`src/rtl/demux_deser_2ch_pkg.sv`:
```
// Shared definitions for the two-channel demux deserializer: channel
// encoding on the select line and the per-channel output handshake states.
package demux_deser_2ch_pkg;

    localparam logic CH1 = 1'b0;
    localparam logic CH2 = 1'b1;

    typedef enum logic {
        ST_IDLE = 1'b0,
        ST_HOLD = 1'b1
    } out_state_e;

endpackage

```
`src/rtl/demux_deser_2ch_if.sv`:
```
// Bit-stream input and word-level valid/ready outputs of the two-channel deserializer.
interface demux_deser_2ch_if #(
    parameter int unsigned WIDTH = 8
);
    logic             bit_valid;
    logic             s;
    logic             out1;
    logic             out2;
    logic             flush;
    logic             clr_ovf;
    logic [WIDTH-1:0] word1;
    logic             word1_valid;
    logic             word1_ready;
    logic [WIDTH-1:0] word2;
    logic             word2_valid;
    logic             word2_ready;
    logic             ovf1;
    logic             ovf2;

    modport master (
        output bit_valid, s, out1, out2, flush, clr_ovf, word1_ready, word2_ready,
        input  word1, word1_valid, word2, word2_valid, ovf1, ovf2
    );

    modport slave (
        input  bit_valid, s, out1, out2, flush, clr_ovf, word1_ready, word2_ready,
        output word1, word1_valid, word2, word2_valid, ovf1, ovf2
    );
endinterface

```
`src/rtl/demux_deser_2ch_packer.sv`:
```
// One deserializer channel: shifts bits into a WIDTH-bit word and holds each
// completed word on a valid/ready port, flagging words dropped while blocked.
module demux_bit_packer
    import demux_deser_2ch_pkg::*;
#(
    parameter int unsigned WIDTH     = 8,
    parameter bit          MSB_FIRST = 1'b1
) (
    input  logic             clk,
    input  logic             rst_n,
    input  logic             bit_en,
    input  logic             bit_in,
    input  logic             flush,
    input  logic             clr_ovf,
    output logic [WIDTH-1:0] word,
    output logic             valid,
    input  logic             ready,
    output logic             ovf
);

    localparam int unsigned   CW   = $clog2(WIDTH);
    localparam logic [CW-1:0] LAST = CW'(WIDTH - 1);

    logic [WIDTH-1:0] sh;
    logic [WIDTH-1:0] sh_next;
    logic [CW-1:0]    cnt;
    logic             take;
    logic             done;
    out_state_e       state;

    // A flush in the same cycle as a bit discards the bit.
    always_comb begin
        take    = bit_en & ~flush;
        done    = take & (cnt == LAST);
        sh_next = sh;
        if (MSB_FIRST) begin
            sh_next = {sh[WIDTH-2:0], bit_in};
        end else begin
            sh_next = {bit_in, sh[WIDTH-1:1]};
        end
    end

    always_ff @(posedge clk or negedge rst_n) begin
        if (!rst_n) begin
            sh  <= '0;
            cnt <= '0;
        end else if (flush) begin
            sh  <= '0;
            cnt <= '0;
        end else if (take) begin
            sh  <= sh_next;
            cnt <= done ? '0 : CW'(cnt + CW'(1));
        end
    end

    // Output handshake: a pending word is never overwritten until accepted.
    always_ff @(posedge clk or negedge rst_n) begin
        if (!rst_n) begin
            state <= ST_IDLE;
            word  <= '0;
            ovf   <= 1'b0;
        end else begin
            case (state)
                ST_IDLE: begin
                    if (done) begin
                        word  <= sh_next;
                        state <= ST_HOLD;
                    end
                end
                ST_HOLD: begin
                    if (ready) begin
                        if (done) begin
                            word <= sh_next;
                        end else begin
                            state <= ST_IDLE;
                        end
                    end
                end
                default: state <= ST_IDLE;
            endcase

            if ((state == ST_HOLD) && !ready && done) begin
                ovf <= 1'b1;
            end else if (clr_ovf) begin
                ovf <= 1'b0;
            end
        end
    end

    assign valid = (state == ST_HOLD);

endmodule

```
`src/rtl/demux_deser_2ch.sv`:
```
// Collects the two outputs of a 1x2 bit demux and packs each channel's bits
// into words presented on independent valid/ready ports.
module demux_deser_2ch
    import demux_deser_2ch_pkg::*;
#(
    parameter int unsigned WIDTH     = 8,
    parameter bit          MSB_FIRST = 1'b1
) (
    input  logic               clk,
    input  logic               rst_n,
    demux_deser_2ch_if.slave   bus
);

    logic en1;
    logic en2;

    always_comb begin
        en1 = bus.bit_valid & (bus.s == CH1);
        en2 = bus.bit_valid & (bus.s == CH2);
    end

    demux_bit_packer #(
        .WIDTH     (WIDTH),
        .MSB_FIRST (MSB_FIRST)
    ) u_ch1 (
        .clk     (clk),
        .rst_n   (rst_n),
        .bit_en  (en1),
        .bit_in  (bus.out1),
        .flush   (bus.flush),
        .clr_ovf (bus.clr_ovf),
        .word    (bus.word1),
        .valid   (bus.word1_valid),
        .ready   (bus.word1_ready),
        .ovf     (bus.ovf1)
    );

    demux_bit_packer #(
        .WIDTH     (WIDTH),
        .MSB_FIRST (MSB_FIRST)
    ) u_ch2 (
        .clk     (clk),
        .rst_n   (rst_n),
        .bit_en  (en2),
        .bit_in  (bus.out2),
        .flush   (bus.flush),
        .clr_ovf (bus.clr_ovf),
        .word    (bus.word2),
        .valid   (bus.word2_valid),
        .ready   (bus.word2_ready),
        .ovf     (bus.ovf2)
    );

endmodule

```
`src/flat_wrapper.sv`:
```
// flat-port wrapper written by rule: the top's interface ports become plain ports
module demux_deser_2ch_flat import demux_deser_2ch_pkg::*;
#(
    parameter int unsigned WIDTH     = 8,
    parameter bit          MSB_FIRST = 1'b1
)
  (clk, rst_n, bus_bit_valid, bus_s, bus_out1, bus_out2, bus_flush, bus_clr_ovf, bus_word1_ready, bus_word2_ready, bus_word1, bus_word1_valid, bus_word2, bus_word2_valid, bus_ovf1, bus_ovf2);
  demux_deser_2ch_if #(.WIDTH(WIDTH)) bus_i ();
  input  logic clk;
  input  logic rst_n;
  input wire logic [$bits(bus_i.bit_valid)-1:0] bus_bit_valid;
  input wire logic [$bits(bus_i.s)-1:0] bus_s;
  input wire logic [$bits(bus_i.out1)-1:0] bus_out1;
  input wire logic [$bits(bus_i.out2)-1:0] bus_out2;
  input wire logic [$bits(bus_i.flush)-1:0] bus_flush;
  input wire logic [$bits(bus_i.clr_ovf)-1:0] bus_clr_ovf;
  input wire logic [$bits(bus_i.word1_ready)-1:0] bus_word1_ready;
  input wire logic [$bits(bus_i.word2_ready)-1:0] bus_word2_ready;
  output wire logic [$bits(bus_i.word1)-1:0] bus_word1;
  output wire logic [$bits(bus_i.word1_valid)-1:0] bus_word1_valid;
  output wire logic [$bits(bus_i.word2)-1:0] bus_word2;
  output wire logic [$bits(bus_i.word2_valid)-1:0] bus_word2_valid;
  output wire logic [$bits(bus_i.ovf1)-1:0] bus_ovf1;
  output wire logic [$bits(bus_i.ovf2)-1:0] bus_ovf2;
  assign bus_i.bit_valid = bus_bit_valid;
  assign bus_i.s = bus_s;
  assign bus_i.out1 = bus_out1;
  assign bus_i.out2 = bus_out2;
  assign bus_i.flush = bus_flush;
  assign bus_i.clr_ovf = bus_clr_ovf;
  assign bus_i.word1_ready = bus_word1_ready;
  assign bus_i.word2_ready = bus_word2_ready;
  assign bus_word1 = bus_i.word1;
  assign bus_word1_valid = bus_i.word1_valid;
  assign bus_word2 = bus_i.word2;
  assign bus_word2_valid = bus_i.word2_valid;
  assign bus_ovf1 = bus_i.ovf1;
  assign bus_ovf2 = bus_i.ovf2;
  demux_deser_2ch #(.WIDTH(WIDTH), .MSB_FIRST(MSB_FIRST)) u_core (.clk(clk), .rst_n(rst_n), .bus(bus_i));
endmodule
```
`config.mk`:
```
export PLATFORM = sky130hd
export DESIGN_NAME = demux_deser_2ch_flat
export DESIGN_NICKNAME = d
export VERILOG_FILES = /design/src/rtl/demux_deser_2ch_pkg.sv /design/src/rtl/demux_deser_2ch_if.sv /design/src/rtl/demux_deser_2ch_packer.sv /design/src/rtl/demux_deser_2ch.sv /design/src/flat_wrapper.sv
export SDC_FILE = /design/constraint.sdc
export NUM_CORES = 1
export LEC_CHECK = 0
export CORE_MARGIN = 8
export CORE_UTILIZATION = 47
export DETAILED_ROUTE_END_ITERATION = 10
export PLACE_DENSITY = 0.73
export SKIP_LAST_GASP = 1
export SLEW_MARGIN = 20
export SYNTH_ARGS = -nofsm -noshare
export SYNTH_HDL_FRONTEND = slang
export SYNTH_HIERARCHICAL = 1
export SYNTH_SLANG_ARGS = --single-unit
```
`constraint.sdc`:
```
create_clock -name clk -period 1.4 [get_ports clk]
set_input_delay 0.28 -clock clk [delete_from_list [all_inputs] [get_ports clk]]
set_output_delay 0.28 -clock clk [all_outputs]
set_load 0.005 [all_outputs]
```
**Yosys cells after proc, flatten, opt, wreduce, memory -nomap -nowiden**

Cells that the tools add are included.

- Output and inout bits: 20
- Bits of input ports: 10
- Word-level logic and storage cells: 61
- Bits in registers: 40

- Reduce and logical (&&, ||, !) cells: 10
- Eq/ne operators: 4
- Bitwise logic cells: 10
- Add/sub/neg operators: 2
- Mux-type cells: 25

Operators with widths:

| operator | count |
|---|---|
| 8-bit two-way mux | 4 |
| 8-bit one-hot mux with 2 select lines | 2 |
| 7-bit two-way mux | 4 |
| 3-bit two-way mux | 6 |
| 2-bit nonzero test | 4 |
| 1-bit two-way mux | 7 |
| 3-bit by 1-bit adder with 3-bit output, second input constant | 2 |
| 1-bit AND | 6 |
| 3-bit == test, second input constant | 2 |
| 1-bit logical AND | 4 |
| 2-bit != test, second input constant | 2 |
| 1-bit inverter | 4 |
| 1-bit one-hot mux with 2 select lines | 2 |
| 1-bit logical NOT | 2 |

**Depth between registers and ports, before layout**

Gate-level depths: netlist (run 1).

- Depth in word-level cells: 7
- Depth in mapped cells: 6

**Modules after synthesis**

Netlist (run 1), hierarchy kept.

By module, submodules not included:

| module | times used | cells an instance | area each (µm²) |
|---|---|---|---|
| demux_bit_packer | 2 | 62 | 875.8 |
| demux_deser_2ch | 1 | 2 | 16.3 |

**Least setup slack after synthesis (run 1)**

Ideal clock, no wire load.

- Path kind: flip-flop to flip-flop
- Start: register u_core.u_ch1.cnt[0]
- End: register u_core.u_ch1.word[0]
- Arrival time: 1342 ps
- Period minus slack after synthesis: 1467 ps
- Setup time: 125 ps
- Setup slack: -67 ps
- Cell stages (with the launch flop): 7
- Cell sequence: dfrtp_1 > ha_1 > ha_1 > nand3b_4 > nor2b_4 > buf_6 > mux2_4

- Word-level cells in the longest chain between the ends: 5

RTL lines:

| what | line | RTL |
|---|---|---|
| start: declaration | demux_deser_2ch_packer.sv:26 | `logic [CW-1:0] cnt;` |
| start signal: assignment | demux_deser_2ch_packer.sv:52 | `cnt <= done ? '0 : CW'(cnt + CW'(1));` |
| 3-bit == test * | demux_deser_2ch_packer.sv:34 | `done = take & (cnt == LAST);` |
| 1-bit AND * | demux_deser_2ch_packer.sv:34 |  |
| 8-bit two-way mux * | n/a |  |
| 8-bit two-way mux | n/a |  |
| 8-bit one-hot mux with 2 select lines * | n/a |  |
| end signal: assignment | demux_deser_2ch_packer.sv:66 | `word <= sh_next;` |
| end signal: assignment | demux_deser_2ch_packer.sv:73 | `word <= sh_next;` |
| end: declaration | demux_deser_2ch_packer.sv:15 | `output logic [WIDTH-1:0] word,` |

Mark *: on every way between the ends. The rest lies on a longest branch, timed or not. The select of a mux whose other input is x is not followed.
A chain may end at the register's enable or synchronous reset.

**Worst setup path after layout (run 1)**

- Start: register u_core.u_ch2.cnt[1]
- End: register u_core.u_ch2.word[5]

- Word-level cells in the longest chain between the ends: 5

RTL lines:

| what | line |
|---|---|
| start: declaration | demux_deser_2ch_packer.sv:26 |
| start signal: assignment | demux_deser_2ch_packer.sv:52 |
| 3-bit == test * | demux_deser_2ch_packer.sv:34 |
| 1-bit AND * | demux_deser_2ch_packer.sv:34 |
| 8-bit two-way mux * | n/a |
| 8-bit two-way mux | n/a |
| 8-bit one-hot mux with 2 select lines * | n/a |
| end signal: assignment | demux_deser_2ch_packer.sv:66 |
| end signal: assignment | demux_deser_2ch_packer.sv:73 |
| end: declaration | demux_deser_2ch_packer.sv:15 |

Marks and branches as above.

==> results.md, run 1 <==
* GRT Residual Overflow at 0
* All-Layer GR Usage at 11.6%
* Hold WS at 0.0349 ns
* Yosys cell types at 19
* DP Cell Count at 212
* RSZ-0062 raised after global routing: true
* Worst slew pin tran at 0.481 ns
* Width of the die at 77.3 um
* Syn Area/Cell at 14.0 sq um
* Vias/cell at 4.84
* Worst Setup End Kind: flop
* Maximum number of pins on one net before global-route repair at 41
* DIE AREA at 5980 sq um
* Register-to-register setup slack at -0.08 ns
* Fill cells at 278
* Leakage at 1.31 nW
* Warnings from Yosys at 6
* Max rail drop VDD at 0.578 mV
* Clock network power share at 43.2%
* Syn_nets at 140
* Layout cells sized above 1 at 35.2%
* Post-synth top cells: 40 x dfrtp_1, 18 x nor2_1, 16 x mux2_4, 16 x mux2i_1
* First-pass GRT wire length at 5.64 mm
* H-tree levels at 2
* Synth top area cells: dfrtp_1 57%, mux2_4 14%, mux2i_1 9.1%
* Post-synth top area cell: dfrtp_1
* Register share of total power at 50.7%
* Combinational share of power at 6.0%
* Total Routed Length at 3.31 mm
* Core Rows at 22
* Crit-path max FO at 8
* Core footprint at 3630 sq um
* Number of CTS-inserted buffers at 5
* FF-to-FF path depth at 6
* CTS Sinks at 40
* Arr. time, crit path at 1.65 ns
* Post-Layout Cell Count at 230
* Failing checks: setup timing
* Post-DP Area at 2240 sq um
* # setup viols final at 16
* Setup ws final at -0.0821 ns
* IO Port Bufs at 29
* Final hold violations at 0
* Die height at 77.3 um
* R2R Path Start: u_core/u_ch2/cnt[1]$_DFFE_PN0P_
* EDFF count, synth at 0
* Met2 Resource Use GR at 18.1%
* Initial DRC count at 28
* GR Util met3 at 4.26%
* Io pins at 30
* Initial antenna violation count at 0
* First-pass DRT Iterations at 6
* Setup TNS at -1.15 ns
* Internal power at 0.00186 W
* Clk buf depth at 2
* CP endpoint: u_core/u_ch2/word[5]$_DFFE_PN0P_
* Vias in the first global route at 1247
* Psw at 0.000446 W
* Starting Density at 48.7%
* Worst path cell trace: ha_2, ha_4, nand3b_4, nor2b_4, buf_12, mux2_4
* Most Used Layer, Global Route: met2
* CP peak stage delay at 0.37 ns
* Pins over their slew limit at 0
* Synth Flop Type: dfrtp_1
* FMAX at 675 MHz
* Met1 Track Usage GR at 13.6%
* Clock Latency Late Sink at 0.29 ns
* Gpl congestion at 0.709
* Switch share at 19.3%
* Cells after synthesis at 126
* Rel. slew slack at 67.9%
* Top cell type's share of synthesized area at 56.6%
* Detailed Place HPWL at 2.29 mm
* Crit Path Class: reg2reg
* Crit-path slowest cell: dfrtp_1
* Clock skew at 0.00777 ns
* Async S/R FF share, synth at 100%
* Max-cap viol count at 0
* Netlist area before placement at 1770 sq um
* DRC violations left at 0
* Startpoint types: flop
* Post-route cell area at 2420 sq um
* Status: finished with violations
* Area Overhead vs Synth at 37.2%
* DR vias at 1113
* ANT nets after route at 0
* HP Class: in2async
* Final nets at 195
* Data required time of the worst path at 1.57 ns
* Cell with the most instances after synthesis: dfrtp_1
* Final period util at 106%
* Post-synthesis sequential area ratio at 56.6%
* Post-Route Utilization at 66.7%
* Yosys reg bits at 40
* Pwr Density at 952 nW/um^2
* R2r endpoint: u_core/u_ch2/word[5]$_DFFE_PN0P_
* CTS clock-pin slew for the worst setup and hold paths at 0.08 ns
* Wire per inst at 14.4 um
* CTS tree: yes
* Inserted Diodes at 0
* Crit path from: u_core/u_ch2/cnt[1]$_DFFE_PN0P_
* Root buf cell: clkbuf_8
* Post-route minimum period at 1.48 ns
[cell type report]
type	count	area, sq um	share of cell area [%]
sequential	40	1000	41.3
multi-input combinational	76	746	30.8
timing repair buffer	54	477	19.7
clock buffer	7	96.3	3.97
tap	48	60.1	2.48
clock inverter	1	30.0	1.24
inverter	4	15.0	0.619
[state kept, by name (all words and copies together), names as in the netlist]
| signal | count |
|---|---|
| u_core/u_ch2/cnt | 3 |
| u_core/u_ch2/sh | 7 |
| u_core/u_ch1/word | 8 |
| u_core/u_ch1/ovf | 1 |
| u_core/u_ch2/valid | 1 |
| u_core/u_ch1/valid | 1 |
| u_core/u_ch1/sh | 7 |
| u_core/u_ch2/ovf | 1 |
| u_core/u_ch2/word | 8 |
| u_core/u_ch1/cnt | 3 |
[cells by family after synthesis]
kind of cell	count (synthesis)	synth area share (%)
AO/OA/AOI/OAI	6	1.84
adder cells (fa/ha/maj)	4	2.83
buffers and inverters	10	3.40
flip-flops	40	56.6
multiplexers	32	22.6
AND/OR/NAND/NOR	34	12.7
[layout by cell type (no fill, tap or decap)]
cell type	Yosys	routed
mux2_4	16	16
o22ai_1	2	2
ha_2	0	2
nand2_1	4	4
clkbuf_8	0	7
buf_6	2	1
nor2b_4	2	2
bufinv_16	0	1
a21oi_2	0	1
clkdlybuf4s50_1	0	8
and2b_2	1	1
nor3b_2	0	1
mux2i_1	16	16
nor3b_1	2	1
and2_2	1	1
buf_4	2	22
nand3b_1	2	2
inv_1	4	4
buf_12	0	2
nand3b_4	2	2
ha_4	0	2
nand2b_4	2	2
nor2_1	18	18
a21oi_1	4	3
buf_2	0	1
dlygate4sd2_1	0	20
dfrtp_1	40	40
[power by group through the flow]
stage | Sequential (W) | Combinational [W] | Clock, W
after floorplan | 0.00119 | 0.0000587 | 0
after global placement | 0.00119 | 0.000126 | 0
after detailed placement | 0.00119 | 0.000130 | 0
after CTS | 0.00117 | 0.000132 | 0.00102
after global routing | 0.00117 | 0.000153 | 0.00106
final | 0.00117 | 0.000139 | 0.000998
[routing by layer]
metal	vias up	wire, um
met5	-	0
met2	21	1630
met4	0	59
li1	531	-
met1	556	1420
met3	5	196
[critical path, delay by kind of cell, from the launching register on]
family,cells,cell delay [ns]
fa+ha+maj,2,0.33
buf+inv,1,0.14
simple gates,2,0.23
flops,1,0.37
mux,1,0.30
[how the worst min path moves through the flow]
stage	cells after the start	endpoint	startpoint	slack, ns
final	2	u_core/u_ch1/word[3]$_DFFE_PN0P_	rst_n	0.03
after global routing	2	u_core/u_ch1/word[3]$_DFFE_PN0P_	rst_n	0.07
after CTS	2	u_core/u_ch1/word[3]$_DFFE_PN0P_	rst_n	0.05
after detailed placement	2	u_core/u_ch1/sh[2]$_DFFE_PN0P_	rst_n	0.36
after global placement	2	u_core/u_ch1/sh[2]$_DFFE_PN0P_	rst_n	0.35
after floorplan	0	u_core/u_ch1/cnt[0]$_DFFE_PN0P_	rst_n	-0.02
[repair_timing]
action                                  CTS  global route
resized for setup                        20             3
endpoints found under the setup margin   36            18
pin swaps                                 0             3
hold buffers                              0             0
buffers inserted                          8             3
[through the flow]
| step | setup WS, ns | total power, W |
|---|---|---|
| 4_1_cts | -0.0889 | 0.00232 |
| 5_1_grt | -0.139 | 0.00239 |
| 6_report | -0.0821 | 0.00231 |
| 3_5_place_dp | -0.331 | 0.00132 |
| 2_1_floorplan | -0.0320 | 0.00125 |
| 3_3_place_gp | -0.321 | 0.00132 |
No activity file was read; power rests on OpenSTA's default activity.
==> run 2, diff against run 1 <==
PLACE_DENSITY = 0.75   (was 0.73)
==> run 2 against run 1 <==
  * The flow still finishes with violations (setup timing)
  * Global-route usage is 0.49 points higher
  * Sequential power hardly changed
  * Critical endpoint unchanged
  * Combinational power rose by 6%
  * Largest power group unchanged
  * Worst setup slack got worse by 0.019 ns
==> results.md, run 2 (synthesis results as in run 1) <==
* Status: finished with violations
* Failing checks: setup timing
* Vias in the first global route at 1309 (+5.0%)
* Leakage at 1.33 nW (+1.5%)
* Data required time of the worst path at 1.57 ns (about the same)
* Setup ws final at -0.102 ns (-0.0194 ns)
* Initial antenna violation count at 0 (unchanged)
* Clk buf depth at 2 (unchanged)
* Most Used Layer, Global Route: met2
* Vias/cell at 4.92 (+1.7%)
* Root buf cell: clkbuf_8
* Maximum number of pins on one net before global-route repair at 26 (-37%)
* Worst path cell trace: ha_2, ha_4, nand3b_4, nor2b_4, buf_12, mux2_4
* DR vias at 1156 (+3.9%)
* Pins over their slew limit at 0 (unchanged)
* CP peak stage delay at 0.36 ns (about the same)
* Width of the die at 77.3 um (unchanged)
* CTS tree: yes
* Gpl congestion at 0.696 (-1.8%)
* Final nets at 200 (+2.6%)
* Final period util at 107% (+1.4 points)
* # setup viols final at 16 (unchanged)
* Wire per inst at 15.0 um (+4.6%)
* Core footprint at 3630 sq um (unchanged)
* Max-cap viol count at 0 (unchanged)
* Post-route minimum period at 1.50 ns (+0.0194 ns)
* Post-Route Utilization at 67.6% (+0.83 points)
* GRT Residual Overflow at 0 (unchanged)
* Commonest cells after routing, fill and taps aside: 40 x dfrtp_1, 26 x buf_4, 20 x dlygate4sd2_1
* First-pass GRT wire length at 5.91 mm (+4.8%)
* Clock Latency Late Sink at 0.29 ns (about the same)
* Startpoint types: flop
* RSZ-0062 raised after global routing: true
* CTS clock-pin slew for the worst setup and hold paths at 0.08 ns (about the same)
* Met1 Track Usage GR at 13.6% (about the same)
* HP Class: in2async
* Largest regs: u_core/u_ch1/word x8, u_core/u_ch2/word x8
* Initial DRC count at 47 (+68%)
* Detailed Place HPWL at 2.32 mm (+0.93%)
* Core Rows at 22 (unchanged)
* Inserted Diodes at 0 (unchanged)
* Clock skew at 0.0111 ns (+0.00333 ns)
* Worst slew pin tran at 0.381 ns (-0.0998 ns)
* Crit-path slowest cell: dfrtp_1
* Layout cells sized above 1 at 35.8% (+0.66 points)
* Crit Path Class: reg2reg
* Area Overhead vs Synth at 38.9%
* Pre-CTS setup slack at -0.337 ns (-0.00625 ns)
* Hold WS at 0.431 ns (+0.396 ns)
* Met2 Resource Use GR at 20.4% (+2.3 points)
* Total Routed Length at 3.54 mm (+6.8%)
* Setup TNS at -1.48 ns (-0.335 ns)
* Crit-path max FO at 8 (unchanged)
* ANT nets after route at 0 (unchanged)
* Arr. time, crit path at 1.67 ns (+0.02 ns)
* DIE AREA at 5980 sq um (unchanged)
* All-Layer GR Usage at 12.1% (+0.49 points)
* Number of CTS-inserted buffers at 5 (unchanged)
* DRC violations left at 0 (unchanged)
* Final hold violations at 0 (unchanged)
* CTS Sinks at 40 (unchanged)
* Die height at 77.3 um (unchanged)
* Rel. slew slack at 74.6% (+6.7 points)
* CP bufs+invs at 1 (unchanged)
* Io pins at 30 (unchanged)
* Starting Density at 48.7% (unchanged)
* Most common cell after layout, fill and taps aside: dfrtp_1
* Fill cells at 282 (+1.4%)
* Max rail drop VDD at 0.713 mV (+23%)
* FMAX at 666 MHz (-1.3%)
* Pwr Density at 904 nW/um^2 (-5.1%)
* IO Port Bufs at 29 (unchanged)
* GR Util met3 at 4.38% (+0.12 points)
* H-tree levels at 2 (unchanged)
* Worst path top cell family by delay: flip-flops
* Worst Setup End Kind: flop
* First-pass DRT Iterations at 2 (-4)
==> run 2: power by group <==
part / internal (W) / switching (W) / leakage (nW)
Clock: 0.000529 / 0.000372 / 0.0552
Sequential: 0.00116 / 0.00000682 / 0.557
Combinational: 0.0000742 / 0.0000726 / 0.716
Total: 0.00177 / 0.000451 / 1.33
==> run 2: area by class of cell <==
class / count / area, sq um / share of cell area [%]
Clock inverter: 2 / 35.0 / 1.43
Clock buffer: 6 / 72.6 / 2.96
Sequential cell: 40 / 1000 / 40.8
Inverter: 4 / 15.0 / 0.612
Tap cell: 48 / 60.1 / 2.45
Timing Repair Buffer: 59 / 526 / 21.4
Multi-Input combinational cell: 76 / 746 / 30.4
==> run 2: final timing paths <==
kind | startpoint | to | slack (ns) | cells past startpoint
max in group asynchronous | rst_n | u_core/u_ch2/cnt[1]$_DFFE_PN0P_ | 0.50 | 3
worst min-delay path | rst_n | u_core/u_ch1/word[4]$_DFFE_PN0P_ | 0.43 | 2
worst min register to register | u_core/u_ch2/word[6]$_DFFE_PN0P_ | u_core/u_ch2/word[6]$_DFFE_PN0P_ | 0.51 | 1
worst max-delay path | u_core/u_ch2/cnt[0]$_DFFE_PN0P_ | u_core/u_ch2/word[5]$_DFFE_PN0P_ | -0.10 | 6
min in group clk | u_core/u_ch2/word[6]$_DFFE_PN0P_ | u_core/u_ch2/word[6]$_DFFE_PN0P_ | 0.51 | 1
worst max register to register | u_core/u_ch2/cnt[0]$_DFFE_PN0P_ | u_core/u_ch2/word[5]$_DFFE_PN0P_ | -0.10 | 6
==> run 2: repair_timing <==
item	CTS	global route
hold buffers	1	0
setup buffers	12	4
pin swaps	1	3
resized for setup	20	2
setup endpoints to repair	36	18
hold endpoints to repair	15	0
==> run 2: metrics by stage <==
step	instances	power (W)	cell area [sq um]
finish	235	0.00222	2450
CTS	231	0.00223	2420
global route	235	0.00230	2450
detailed placement	210	0.00132	2230
floorplan	126	0.00125	1800
global placement	210	0.00132	2230
==> run 2: metal layers <==
metal  share of wire, %  routed length (um)
met5                  0                   0
met4                1.2                  43
met3                4.5                 160
met2                 50                1770
met1                 44                1560
